==> src/rtl/shiftreg_cfg_sequencer.sv <==
// Serial loader and arbiter for the static and dynamic config shift registers.
// One word at a time: capture, select, shift MSB-first, latch, then settle.
module shiftreg_cfg_sequencer #(
  parameter int SIZESRSTAT = 88,
  parameter int SIZESRDYN  = 16,
  parameter int N_SETUP    = 8,
  parameter int N_HOLD     = 128
) (
  input  logic                  CLK,
  input  logic                  RST,
  input  logic                  stat_req,
  input  logic [SIZESRSTAT-1:0] stat_data,
  output logic                  stat_ack,
  input  logic                  dyn_req,
  input  logic [SIZESRDYN-1:0]  dyn_data,
  output logic                  dyn_ack,
  output logic                  sel_stat,
  output logic                  sel_dyn,
  output logic                  sr_sdata,
  output logic                  sr_shift_en,
  output logic                  sr_latch,
  output logic                  busy,
  output logic                  done,
  output logic                  stat_loaded
);

  localparam int MAXA = (SIZESRSTAT > N_SETUP) ? SIZESRSTAT : N_SETUP;
  localparam int MAXV = (MAXA > N_HOLD) ? MAXA : N_HOLD;
  localparam int CW   = $clog2(MAXV + 1);

  localparam logic [CW-1:0] SETUP_LAST = CW'(N_SETUP - 1);
  localparam logic [CW-1:0] STAT_LAST  = CW'(SIZESRSTAT - 1);
  localparam logic [CW-1:0] DYN_LAST   = CW'(SIZESRDYN - 1);
  localparam logic [CW-1:0] HOLD_LAST  = CW'(N_HOLD - 1);

  typedef enum logic [2:0] {
    S_IDLE,
    S_SETUP,
    S_SHIFT,
    S_LATCH,
    S_HOLD
  } state_t;

  state_t                state_q, state_d;
  logic [CW-1:0]         cnt_q, cnt_d;
  logic [SIZESRSTAT-1:0] shadow_q, shadow_d;
  logic                  gnt_stat_q, gnt_stat_d;
  logic                  fin_q, fin_d;
  logic                  stat_loaded_q, stat_loaded_d;

  logic stat_ack_q, stat_ack_d;
  logic dyn_ack_q, dyn_ack_d;
  logic sel_stat_q, sel_stat_d;
  logic sel_dyn_q, sel_dyn_d;
  logic sdata_q, sdata_d;
  logic shift_en_q, shift_en_d;
  logic latch_q, latch_d;
  logic busy_q, busy_d;
  logic done_q, done_d;

  logic loaded_eff;
  logic win_stat;
  logic active;
  logic [CW-1:0] shift_last;

  // Arbitration: static-first until a static word lands, then alternate.
  always_comb begin
    loaded_eff = stat_loaded_q | (fin_q & gnt_stat_q);
    win_stat   = stat_req;
    if (loaded_eff && stat_req && dyn_req) begin
      win_stat = ~gnt_stat_q;
    end
  end

  // Next-state, counters, shadow register and registered-output decode.
  always_comb begin
    state_d       = state_q;
    cnt_d         = cnt_q;
    shadow_d      = shadow_q;
    gnt_stat_d    = gnt_stat_q;
    fin_d         = 1'b0;
    stat_loaded_d = loaded_eff;
    stat_ack_d    = 1'b0;
    dyn_ack_d     = 1'b0;
    shift_last    = gnt_stat_q ? STAT_LAST : DYN_LAST;

    unique case (state_q)
      S_IDLE: begin
        if (stat_req || dyn_req) begin
          state_d    = S_SETUP;
          cnt_d      = '0;
          gnt_stat_d = win_stat;
          if (win_stat) begin
            shadow_d   = stat_data;
            stat_ack_d = 1'b1;
          end else begin
            shadow_d = '0;
            shadow_d[SIZESRSTAT-1 -: SIZESRDYN] = dyn_data;
            dyn_ack_d = 1'b1;
          end
        end
      end
      S_SETUP: begin
        if (cnt_q == SETUP_LAST) begin
          state_d = S_SHIFT;
          cnt_d   = '0;
        end else begin
          cnt_d = cnt_q + CW'(1);
        end
      end
      S_SHIFT: begin
        shadow_d = shadow_q << 1;
        if (cnt_q == shift_last) begin
          state_d = S_LATCH;
          cnt_d   = '0;
        end else begin
          cnt_d = cnt_q + CW'(1);
        end
      end
      S_LATCH: begin
        state_d = S_HOLD;
        cnt_d   = '0;
      end
      S_HOLD: begin
        if (cnt_q == HOLD_LAST) begin
          state_d = S_IDLE;
          cnt_d   = '0;
          fin_d   = 1'b1;
        end else begin
          cnt_d = cnt_q + CW'(1);
        end
      end
      default: begin
        state_d = S_IDLE;
        cnt_d   = '0;
      end
    endcase

    active     = (state_q == S_SETUP) ||
                 (state_q == S_SHIFT) ||
                 (state_q == S_LATCH);
    sel_stat_d = active & gnt_stat_q;
    sel_dyn_d  = active & ~gnt_stat_q;
    sdata_d    = ((state_q == S_SETUP) ||
                  (state_q == S_SHIFT)) &
                 shadow_q[SIZESRSTAT-1];
    shift_en_d = (state_q == S_SHIFT);
    latch_d    = (state_q == S_LATCH);
    busy_d     = (state_q != S_IDLE);
    done_d     = fin_q;
  end

  // State and output registers with synchronous abort on reset.
  always_ff @(posedge CLK) begin
    if (RST) begin
      state_q       <= S_IDLE;
      cnt_q         <= '0;
      shadow_q      <= '0;
      gnt_stat_q    <= 1'b0;
      fin_q         <= 1'b0;
      stat_loaded_q <= 1'b0;
      stat_ack_q    <= 1'b0;
      dyn_ack_q     <= 1'b0;
      sel_stat_q    <= 1'b0;
      sel_dyn_q     <= 1'b0;
      sdata_q       <= 1'b0;
      shift_en_q    <= 1'b0;
      latch_q       <= 1'b0;
      busy_q        <= 1'b0;
      done_q        <= 1'b0;
    end else begin
      state_q       <= state_d;
      cnt_q         <= cnt_d;
      shadow_q      <= shadow_d;
      gnt_stat_q    <= gnt_stat_d;
      fin_q         <= fin_d;
      stat_loaded_q <= stat_loaded_d;
      stat_ack_q    <= stat_ack_d;
      dyn_ack_q     <= dyn_ack_d;
      sel_stat_q    <= sel_stat_d;
      sel_dyn_q     <= sel_dyn_d;
      sdata_q       <= sdata_d;
      shift_en_q    <= shift_en_d;
      latch_q       <= latch_d;
      busy_q        <= busy_d;
      done_q        <= done_d;
    end
  end

  assign stat_ack    = stat_ack_q;
  assign dyn_ack     = dyn_ack_q;
  assign sel_stat    = sel_stat_q;
  assign sel_dyn     = sel_dyn_q;
  assign sr_sdata    = sdata_q;
  assign sr_shift_en = shift_en_q;
  assign sr_latch    = latch_q;
  assign busy        = busy_q;
  assign done        = done_q;
  assign stat_loaded = stat_loaded_q;

endmodule

==> config.mk <==
export PLATFORM = sky130hd
export DESIGN_NAME = shiftreg_cfg_sequencer
export DESIGN_NICKNAME = d
export VERILOG_FILES = /design/src/rtl/shiftreg_cfg_sequencer.sv
export SDC_FILE = /design/constraint.sdc
export NUM_CORES = 1
export LEC_CHECK = 0
export ABC_AREA = 1
export ABC_CLOCK_PERIOD_IN_PS = 1350
export CAP_MARGIN = 10
export CORE_MARGIN = 4
export CORE_UTILIZATION = 30
export CTS_BUF_LIST = sky130_fd_sc_hd__clkbuf_4 sky130_fd_sc_hd__clkbuf_8 sky130_fd_sc_hd__clkbuf_16
export DETAILED_ROUTE_END_ITERATION = 10
export GPL_TIMING_DRIVEN = 0
export HOLD_SLACK_MARGIN = 0.03
export PLACE_DENSITY_LB_ADDON = 0.2
export SYNTH_ARGS = -nofsm -noshare
export SYNTH_HDL_FRONTEND = slang
export SYNTH_SLANG_ARGS = --single-unit
==> constraint.sdc <==
create_clock -name CLK -period 1.35 [get_ports CLK]
set_input_delay 0.3375 -clock CLK [delete_from_list [all_inputs] [get_ports CLK]]
set_output_delay 0.3375 -clock CLK [all_outputs]
set_load 0.02 [all_outputs]
Word-level counts from Yosys, hierarchy flattened
Index checks and enable logic that the tools add are counted.
- register bits after elaboration: 111
- bits of input ports: 108
- output and inout port bits: 10
- logic and storage cells: 67
- $add $sub $neg: 1
- eq/ne operators: 11
- multiplexer cells: 18
- bitwise logic cells: 9
- reduce and logical (&&, ||, !) cells: 13
- operator list (kind ; number):
    $mux W88 ; 2
    $pmux W88 S2 ; 1
    $mux W8 ; 4
    $pmux W8 S4 ; 1
    $pmux W3 S5 ; 1
    $mux W3 ; 4
    $add A8 B1 Y8 const B ; 1
    $eq A8 B3 Y1 const B ; 1
    $eq A8 B7 Y1 ; 1
    $eq A8 B7 Y1 const B ; 1
    $mux W7 ; 1
    $eq A3 B2 Y1 const B ; 2
    $ne A2 B2 Y1 const B ; 3
    $and A1 B1 Y1 ; 4
    $mux W1 ; 4
    $not A1 Y1 ; 4
    $reduce_and A2 Y1 ; 2
    $reduce_and A4 Y1 ; 1
    $eq A3 B1 Y1 const B ; 1
    $eq A3 B3 Y1 const B ; 1
    $logic_not A3 Y1 ; 1
    $logic_or A1 B1 Y1 ; 3
    $reduce_bool A3 Y1 ; 1
    $reduce_or A3 Y1 ; 1
    5 further kinds ; 6

Logic depth before layout (Yosys ltp)
Gate-level depths: netlist of the first run.
- word-level depth: 8
- gate-level depth with buffers: 11
- depth with buffers taken out: 11

Worst setup path after synthesis of the first run
Ideal clock, no wire load.
- path kind: reg2reg
- start point: reg cnt_q[0]
- end point: reg cnt_q[7]
- library setup time: 0.117 ns
- data arrival time: 1.267 ns
- path slack: -0.035 ns
- stages on the path, launching flop included: 11
- path buffers: 0
- path through: dfxtp_1 ha_1 nand2_1 nor2_1 nand2_1 nand2_1 nand2_1 inv_2 nand3_1 nand2_1 nor2_1
- longest elaborated chain between the ends: 3
- elaborated cells on any way between the ends: 8
- ends and longest elaborated chain (what ; line ; text):
    start: declaration ; 45 ; logic [CW-1:0] cnt_q, cnt_d;
    start signal: assignment ; 173 ; cnt_q <= cnt_d;
    $add A8 B1 Y8, or another cell as far along ; 108, 117, 130 ;
    $mux W8, on equally long branches ; 125, 104, 113 ;
    $pmux W8 S4 (*) ; 87 ; unique case (state_q)
Every way passes the cells marked *; elsewhere a longest branch is shown, timed or not.
A chain may end at the register's enable or synchronous reset.

Final worst setup path of the first run
- start point: reg state_q[2]
- end point: reg shadow_q[60]
- longest elaborated chain between the ends: 3
- elaborated cells on any way between the ends: 6
- ends and longest elaborated chain (what ; line ; text):
    start: declaration ; 44 ; state_t state_q, state_d;
    start signal: assignment ; 172 ; state_q <= state_d;
    $eq A3 B2 Y1 / $logic_not A3 Y1 (equally long branches) ; 87 ;
    $reduce_bool A2 Y1 (no line) / $ne A2 B2 Y1 (equally long branches) ; -- ;
    $reduce_and A2 Y1 (no line) ; -- ;
    end signal: assignment ; 174 ; shadow_q <= shadow_d;
    end: declaration ; 46 ; logic [SIZESRSTAT-1:0] shadow_q, shadow_d;
Several ways; a longest one is shown, not always the timed one.

==> results.json, run 1 <==
{
  "run_status": "finished with violations",
  "violations": "setup timing",
  "synth_edf_count": 0,
  "final_util_pct": 54.73,
  "drt_wl_total_mm": 17.44,
  "static_leak_nw": 3.490,
  "max_freq_mhz": 645.4,
  "num-nets-final": 921,
  "register_with_the_highest_flop_count": "shadow_q",
  "synth.net_count": 729,
  "class_of_the_most_critical_hold_timing_path": "primary input to flop",
  "syn_area_per_cell_um2": 7.874,
  "endpoint_kind": "flop",
  "synth-seq-cells": 111,
  "placement_rows": 46,
  "required_ns": 1.64,
  "placed_cells": 951,
  "report.final.slew_viol_count": 0,
  "cts-htree-levels": 3,
  "power.switching_mw": 6.621,
  "critical_path.max_fanout": 5,
  "grt_use_total_pct": 18.86,
  "post_synth_instance_area_um2": 4882,
  "avg_wl_per_cell_um": 16.88,
  "die_extent_in_x_um": 135.6,
  "cts.root.buffer_cell": "sky130_fd_sc_hd__clkbuf_16",
  "synth-async-reset-ratio_pct": 0,
  "hold_violations": 0,
  "via_count": 5188,
  "post_syn_instances": 620,
  "clock_power_share_pct": 17.3,
  "drive_gt1_share_pct": 40.64,
  "sequentialPowerShare_pct": 28.6,
  "antenna_fix_cells": 0,
  "worst_slack_ns": -0.1994,
  "sequential_cell_area_um2": 2240,
  "layout_filler_cell_count": 1404,
  "tritoncts_num_sinks": 111,
  "cap_viol_max_count": 0,
  "dpl_worst_slack_ns": -0.5709,
  "ys_dominant_reg_cell": "sky130_fd_sc_hd__dfxtp_1",
  "antenna_left": 0,
  "port_buffers": 115,
  "combinationalPowerShare_pct": 54.1,
  "rsz0062_at_grt": "true",
  "total_power_mw": 17.27,
  "seq_area_frac_synth_pct": 45.52,
  "drt_iter0_markers": 233,
  "hpwlAfterDp_mm": 10.53,
  "design.die.area_um2": 18380,
  "clk-insertion-delay-late_ns": 0.35,
  "ys.warnings.count": 0,
  "setup.worst_path.start_class": "flop",
  "grt_first_pass_wirelength_mm": 27.48,
  "core-area_um2": 15940,
  "floorplan.initialDensity_pct": 30.62,
  "design_area_um2": 8726,
  "antenna_violations_before_repair": 0,
  "number_of_global_route_vias_before_repair": 5497,
  "post-route-drc-count": 0,
  "yosys.cell_types.count": 35,
  "largest_net_degree_at_the_start_of_global_routing": 18,
  "detailedRoute.firstPassIterationCount": 5,
  "worst_slew_pin_slew_ns": 0.6119,
  "io_pins": 118,
  "worst_clock_skew_ns": 0.006689,
  "power_density_nw_per_um2": 1980,
  "final-setup-viol-count": 99,
  "overflow": 0,
  "multiInputGateArea_um2": 3206,
  "reg.largest.list": "shadow_q: 88 flops, cnt_q: 8 flops, state_q: 3 flops",
  "largest_register_ffs": 88,
  "internal_power_mw": 10.65,
  "placement.cell_area_um2": 6309,
  "cts_inserted_buffers": 9,
  "layout_min_cycle_time_ns": 1.549,
  "timing_worst_setup_path_type": "flop to flop",
  "cts_buffer_depth": 2,
  "die_h_um": 135.6,
  "final_cell_count_no_fill": 1033,
  "drt-vias-per-instance": 5.022,
  "gpl.final_weighted_congestion": 0.8184,
  "cp.arrival_ns": 1.84,
  "clock_pin_slew_of_the_registers_on_the_worst_case_setup_and_hold_paths_ns": 0.07,
  "synthToLayoutAreaGrowth_pct": 78.73,
  "ir_worst_vdd_v": 0.0009371,
  "max_slew_margin_pct": 59.20,
  "switching_share_pct": 38.33,
  "period_share_pct": 114.8,
  "tritoncts": "yes"
}
area by class of cell:
type,instances,area share (%)
plain buffers,41,5.047
clock buffers,12,2.983
inverters,45,2.395
flip-flops and latches,111,25.67
clock inverters,4,0.8747
repair buffers,178,23.01
well taps,216,3.097
repair inverters,1,0.1864
multi-input cells,425,36.74
layer usage:
layer / routed length [um] / vias up / track usage [%]
li1: - / 2515 / -
met1: 7606 / 2509 / 23.25
met2: 8698 / 138 / 32.74
met3: 770 / 26 / 3.789
met4: 365 / 0 / 6.551
met5: 0 / - / 0
what timing repair did:
action / in CTS / in global routing
pin swaps: 47 / 34
hold endpoints to repair: 0 / 0
resized for setup: 291 / 103
cloned: 21 / 3
hold buffers: 0 / 0
setup buffers: 46 / 8
setup endpoints to repair: 116 / 109
per-stage QoR:
stage,hold slack [ns],TNS (ns)
after global routing,0.4109,-17.39
after CTS,0.3950,-8.613
after floorplan,0.4179,-0.003371
after detailed placement,0.4592,-52.51
final,0.4001,-11.59
after global placement,0.4501,-50.33
cells by family (layout without fill, tap and decap cells):
kind of cell	count (synthesis)	after routing	synth area share, %
AOI/OAI and AO/OA	150	150	18.84
xor gates and xnor gates	2	2	0.3589
adders and majority gates	1	1	0.2562
buffers and inverters	87	281	9.482
DFF	111	111	45.52
and+or+nand+nor	269	272	25.55
power groups by stage:
stage / Combinational [mW] / Sequential (mW) / Clock (mW)
final: 9.35 / 4.94 / 2.99
after global routing: 9.92 / 5.02 / 3.14
after CTS: 8.79 / 4.85 / 3.04
after detailed placement: 4.36 / 4.73 / 0
after global placement: 4.27 / 4.70 / 0
after floorplan: 2.97 / 4.66 / 0
cells in the mapped netlist (2+ instances only):
master | count | area [um^2]
sky130_fd_sc_hd__a22oi_1 | 56 | 420.4
sky130_fd_sc_hd__buf_4 | 7 | 52.55
sky130_fd_sc_hd__inv_4 | 2 | 12.51
sky130_fd_sc_hd__and3_1 | 2 | 12.51
sky130_fd_sc_hd__nand3b_1 | 16 | 120.1
sky130_fd_sc_hd__inv_1 | 38 | 142.6
sky130_fd_sc_hd__dfxtp_1 | 111 | 2222
sky130_fd_sc_hd__clkbuf_1 | 10 | 37.54
sky130_fd_sc_hd__nand3_1 | 72 | 360.4
sky130_fd_sc_hd__xor2_1 | 2 | 17.52
sky130_fd_sc_hd__buf_2 | 11 | 55.05
sky130_fd_sc_hd__o21ai_1 | 26 | 130.1
sky130_fd_sc_hd__buf_6 | 12 | 135.1
sky130_fd_sc_hd__nor2_1 | 22 | 82.58
sky130_fd_sc_hd__nand3_2 | 2 | 20.02
sky130_fd_sc_hd__nor3_1 | 2 | 10.01
sky130_fd_sc_hd__a21oi_1 | 28 | 140.1
sky130_fd_sc_hd__o21ai_0 | 36 | 180.2
sky130_fd_sc_hd__buf_1 | 2 | 7.510
sky130_fd_sc_hd__inv_2 | 4 | 15.01
sky130_fd_sc_hd__nand2_1 | 144 | 540.5
sky130_fd_sc_hd__nand2_2 | 2 | 12.51
path summary, 6_finish.rpt:
check | slack (ns) | startpoint | endpoint | cells after the start
worst max-delay path | -0.20 | state_q[2] | shadow_q[60] | 11
worst max register to register | -0.20 | state_q[2] | shadow_q[60] | 11
worst min-delay path | 0.40 | stat_req | gnt_stat_q | 3
worst min register to register | 0.47 | done_d | done | 2
cells in the final DEF (no fill, tap or decap), types with 3 or more instances in the layout:
cell type                         instances
sky130_fd_sc_hd__dfxtp_4                  4
sky130_fd_sc_hd__nand3_4                  9
sky130_fd_sc_hd__inv_1                   35
sky130_fd_sc_hd__a22oi_2                 56
sky130_fd_sc_hd__inv_2                    3
sky130_fd_sc_hd__nor2_4                   4
sky130_fd_sc_hd__buf_12                  18
sky130_fd_sc_hd__nand3_2                 44
sky130_fd_sc_hd__clkbuf_2                 4
sky130_fd_sc_hd__clkbuf_1                 5
sky130_fd_sc_hd__a21oi_2                 11
sky130_fd_sc_hd__nand2_1                 94
sky130_fd_sc_hd__nand3b_1                16
sky130_fd_sc_hd__buf_2                    3
sky130_fd_sc_hd__dfxtp_1                105
sky130_fd_sc_hd__a21oi_1                 16
sky130_fd_sc_hd__buf_6                   29
sky130_fd_sc_hd__clkdlybuf4s50_1        104
sky130_fd_sc_hd__buf_4                   26
sky130_fd_sc_hd__o21ai_0                  5
sky130_fd_sc_hd__buf_8                   11
sky130_fd_sc_hd__o21ai_2                 14
sky130_fd_sc_hd__nand2_4                 20
sky130_fd_sc_hd__clkbuf_16               12
sky130_fd_sc_hd__inv_4                    4
sky130_fd_sc_hd__nand2_2                 31
sky130_fd_sc_hd__clkdlybuf4s15_1          8
sky130_fd_sc_hd__nor2_1                  20
sky130_fd_sc_hd__o21ai_1                 43
sky130_fd_sc_hd__nand3_1                 23
worst max-delay path, cell delays in order (launching register included):
cell,delay (ns)
sky130_fd_sc_hd__dfxtp_2,0.34
sky130_fd_sc_hd__nor2_4,0.16
sky130_fd_sc_hd__nand2_4,0.08
sky130_fd_sc_hd__buf_6,0.12
sky130_fd_sc_hd__inv_4,0.06
sky130_fd_sc_hd__nand4_4,0.14
sky130_fd_sc_hd__clkinv_4,0.11
sky130_fd_sc_hd__buf_12,0.13
sky130_fd_sc_hd__buf_12,0.11
sky130_fd_sc_hd__buf_8,0.12
sky130_fd_sc_hd__nand2_2,0.05
sky130_fd_sc_hd__o21ai_1,0.07
No activity file was read; power rests on OpenSTA's default activity.
==> inputs of run 2 (changes only) <==
ABC_CLOCK_PERIOD_IN_PS = 1890   (was 1350)
CTS_BUF_LIST = sky130_fd_sc_hd__clkbuf_8   (was sky130_fd_sc_hd__clkbuf_4 sky130_fd_sc_hd__clkbuf_8 sky130_fd_sc_hd__clkbuf_16)
clock period = 1.89 ns   (was 1.35 ns; I/O delays follow)
==> run 2 against run 1 <==
Effect of this change:
- the flow now finishes without violations
- routed wire length decreased by 20%
- sequential power is 32% lower
- core utilization down 14 points
- sequential share of layout area is 8.5 points higher
- register-to-register slack improved by 0.44 ns
- critical path type is now flop to output pin
- critical endpoint is now stat_loaded
- largest cell class is now registers
==> results.json, run 2 (synthesis gave the netlist of run 1 again) <==
{
  "timing_worst_setup_path_type": "flop to output pin",
  "layout_filler_cell_count": 1637,
  "worst_slew_pin_slew_ns": 0.5818,
  "tritoncts_num_sinks": 111,
  "drt_wl_total_mm": 13.88,
  "antenna_violations_before_repair": 0,
  "setup.worst_path.start_class": "flop",
  "hpwlAfterDp_mm": 10.46,
  "clk-insertion-delay-late_ns": 0.38,
  "design.die.area_um2": 18380,
  "clock_pin_slew_of_the_registers_on_the_worst_case_setup_and_hold_paths_ns": 0.10,
  "crit_path_max_incr_delay_ns": 0.61,
  "switching_share_pct": 38.71,
  "layout_commonest_cell": "sky130_fd_sc_hd__nand2_1",
  "core-area_um2": 15940,
  "cts-htree-levels": 3,
  "drt_iter0_markers": 342,
  "required_ns": 1.42,
  "total_power_mw": 7.843,
  "most_used_cells_in_the_layout_excluding_fill_and_tap_cells": "sky130_fd_sc_hd__nand2_1, sky130_fd_sc_hd__clkdlybuf4s50_1, sky130_fd_sc_hd__dfxtp_1, sky130_fd_sc_hd__nand3_1, sky130_fd_sc_hd__a22oi_1",
  "drt-vias-per-instance": 4.811,
  "finalHoldWorstSlack_ns": 0.4675,
  "run_status": "complete, no violations",
  "timing.critical_path.max_delay_family": "buffers and inverters",
  "via_count": 4652,
  "worst_clock_skew_ns": 0.01273,
  "crit_slowest_cell": "sky130_fd_sc_hd__clkdlybuf4s50_1",
  "grt_use_total_pct": 15.15,
  "io_pins": 118,
  "class_of_the_most_critical_hold_timing_path": "flop to flop",
  "antenna_left": 0,
  "cts.root.buffer_cell": "sky130_fd_sc_hd__clkbuf_8",
  "overflow": 0,
  "number_of_global_route_vias_before_repair": 4604,
  "detailedRoute.firstPassIterationCount": 5,
  "largest_register_ffs": 88,
  "max_freq_mhz": 556.2,
  "synthToLayoutAreaGrowth_pct": 33.06,
  "hold_violations": 0,
  "static_leak_nw": 2.552,
  "report.final.slew_viol_count": 0,
  "rsz0062_at_grt": "false",
  "reg.largest.list": "shadow_q: 88 flops, cnt_q: 8 flops, state_q: 3 flops",
  "max_slew_margin_pct": 61.21,
  "register_with_the_highest_flop_count": "shadow_q",
  "num-nets-final": 855,
  "clock_power_share_pct": 18.0,
  "grt.met2_usage_pct": 25.80,
  "gr-max-usage-layer": "met2",
  "crit_path_cell_trace": "clkdlybuf4s50_1",
  "port_buffers": 115,
  "ir_worst_vdd_v": 0.0004136,
  "avg_wl_per_cell_um": 14.35,
  "gpl.final_weighted_congestion": 0.8218,
  "grt_first_pass_wirelength_mm": 22.35,
  "antenna_fix_cells": 0,
  "floorplan.initialDensity_pct": 30.62,
  "critical_path.max_fanout": 2,
  "met3_usage_pct": 3.863,
  "sequentialPowerShare_pct": 42.6,
  "grt_use_met1_pct": 19.26,
  "final_util_pct": 40.75,
  "cap_viol_max_count": 0,
  "die_h_um": 135.6,
  "post-route-drc-count": 0,
  "placement_rows": 46,
  "layout_min_cycle_time_ns": 1.798,
  "tritoncts": "yes",
  "combinationalPowerShare_pct": 39.5,
  "cts_buffer_depth": 2,
  "drive_gt1_share_pct": 8.522,
  "power_density_nw_per_um2": 1207,
  "die_extent_in_x_um": 135.6,
  "internal_power_mw": 4.807,
  "largest_net_degree_at_the_start_of_global_routing": 18,
  "power.switching_mw": 3.036,
  "timing.critical_path.buf_inv": 1,
  "cts_setup_buffers": 0,
  "period_share_pct": 95.13,
  "endpoint_kind": "output pin",
  "final-setup-viol-count": 0,
  "cp.arrival_ns": 1.33,
  "cts_inserted_buffers": 9
}
## run 2: cell types whose count changed in the layout (fill, tap and decap cells not counted), sizes merged, moves of 6 or more
cell,delta
buf,-58
clkdlybuf4s50,+11
clkdlybuf4s15,-9
clkbuf,-6
## run 2: final cells by class
class                      instances  area (um^2)  area share, %
sequential                       111         2222          34.21
buffer                            42        287.8          4.430
multi-input combinational        422         2200          33.86
timing repair buffer             115         1151          17.72
clock buffer                       9        123.9          1.907
inverter                          45        175.2          2.696
clock inverter                     7        66.31          1.021
tap                              216        270.3          4.160
## run 2: timing repair
item	4_1_cts	5_1_grt
hold buffers	0	0
resized for setup	0	1
endpoints found under the setup margin	0	2
endpoints found under the hold margin	0	0
## run 2: power by group through the flow
| stage | clock [mW] | sequential [mW] | combinational (mW) |
|---|---|---|---|
| floorplan | 0 | 3.33 | 2.12 |
| global placement | 0 | 3.36 | 3.06 |
| detailed placement | 0 | 3.38 | 3.10 |
| CTS | 1.46 | 3.33 | 3.11 |
| global route | 1.55 | 3.41 | 3.44 |
| finish | 1.41 | 3.34 | 3.10 |
## run 2: path summary, 6_finish.rpt
check | from | to | slack, ns | depth (start not counted)
worst max-delay path | stat_loaded | stat_loaded | 0.09 | 1
worst min-delay path | shadow_q[87] | sr_sdata | 0.47 | 2
worst max register to register | cnt_q[0] | cnt_q[7] | 0.24 | 10
worst min register to register | shadow_q[87] | sr_sdata | 0.47 | 2
## run 2: stage by stage
| stage | std cells | worst slack, ns | setup TNS, ns | cell area, um^2 |
|---|---|---|---|---|
| finish | 967 | 0.09213 | 0 | 6496 |
| global placement | 951 | -0.1429 | -9.508 | 6304 |
| global route | 967 | 0.02463 | 0 | 6496 |
| floorplan | 620 | 0.3862 | 0 | 4882 |
| detailed placement | 951 | -0.1744 | -9.777 | 6304 |
| CTS | 967 | 0.05369 | 0 | 6494 |
## run 2: layer usage
metal,share of wire (%),vias up
met1,46,2171
met3,4.6,12
met5,0,-
li1,-,2355
met4,0.96,0
met2,48,114
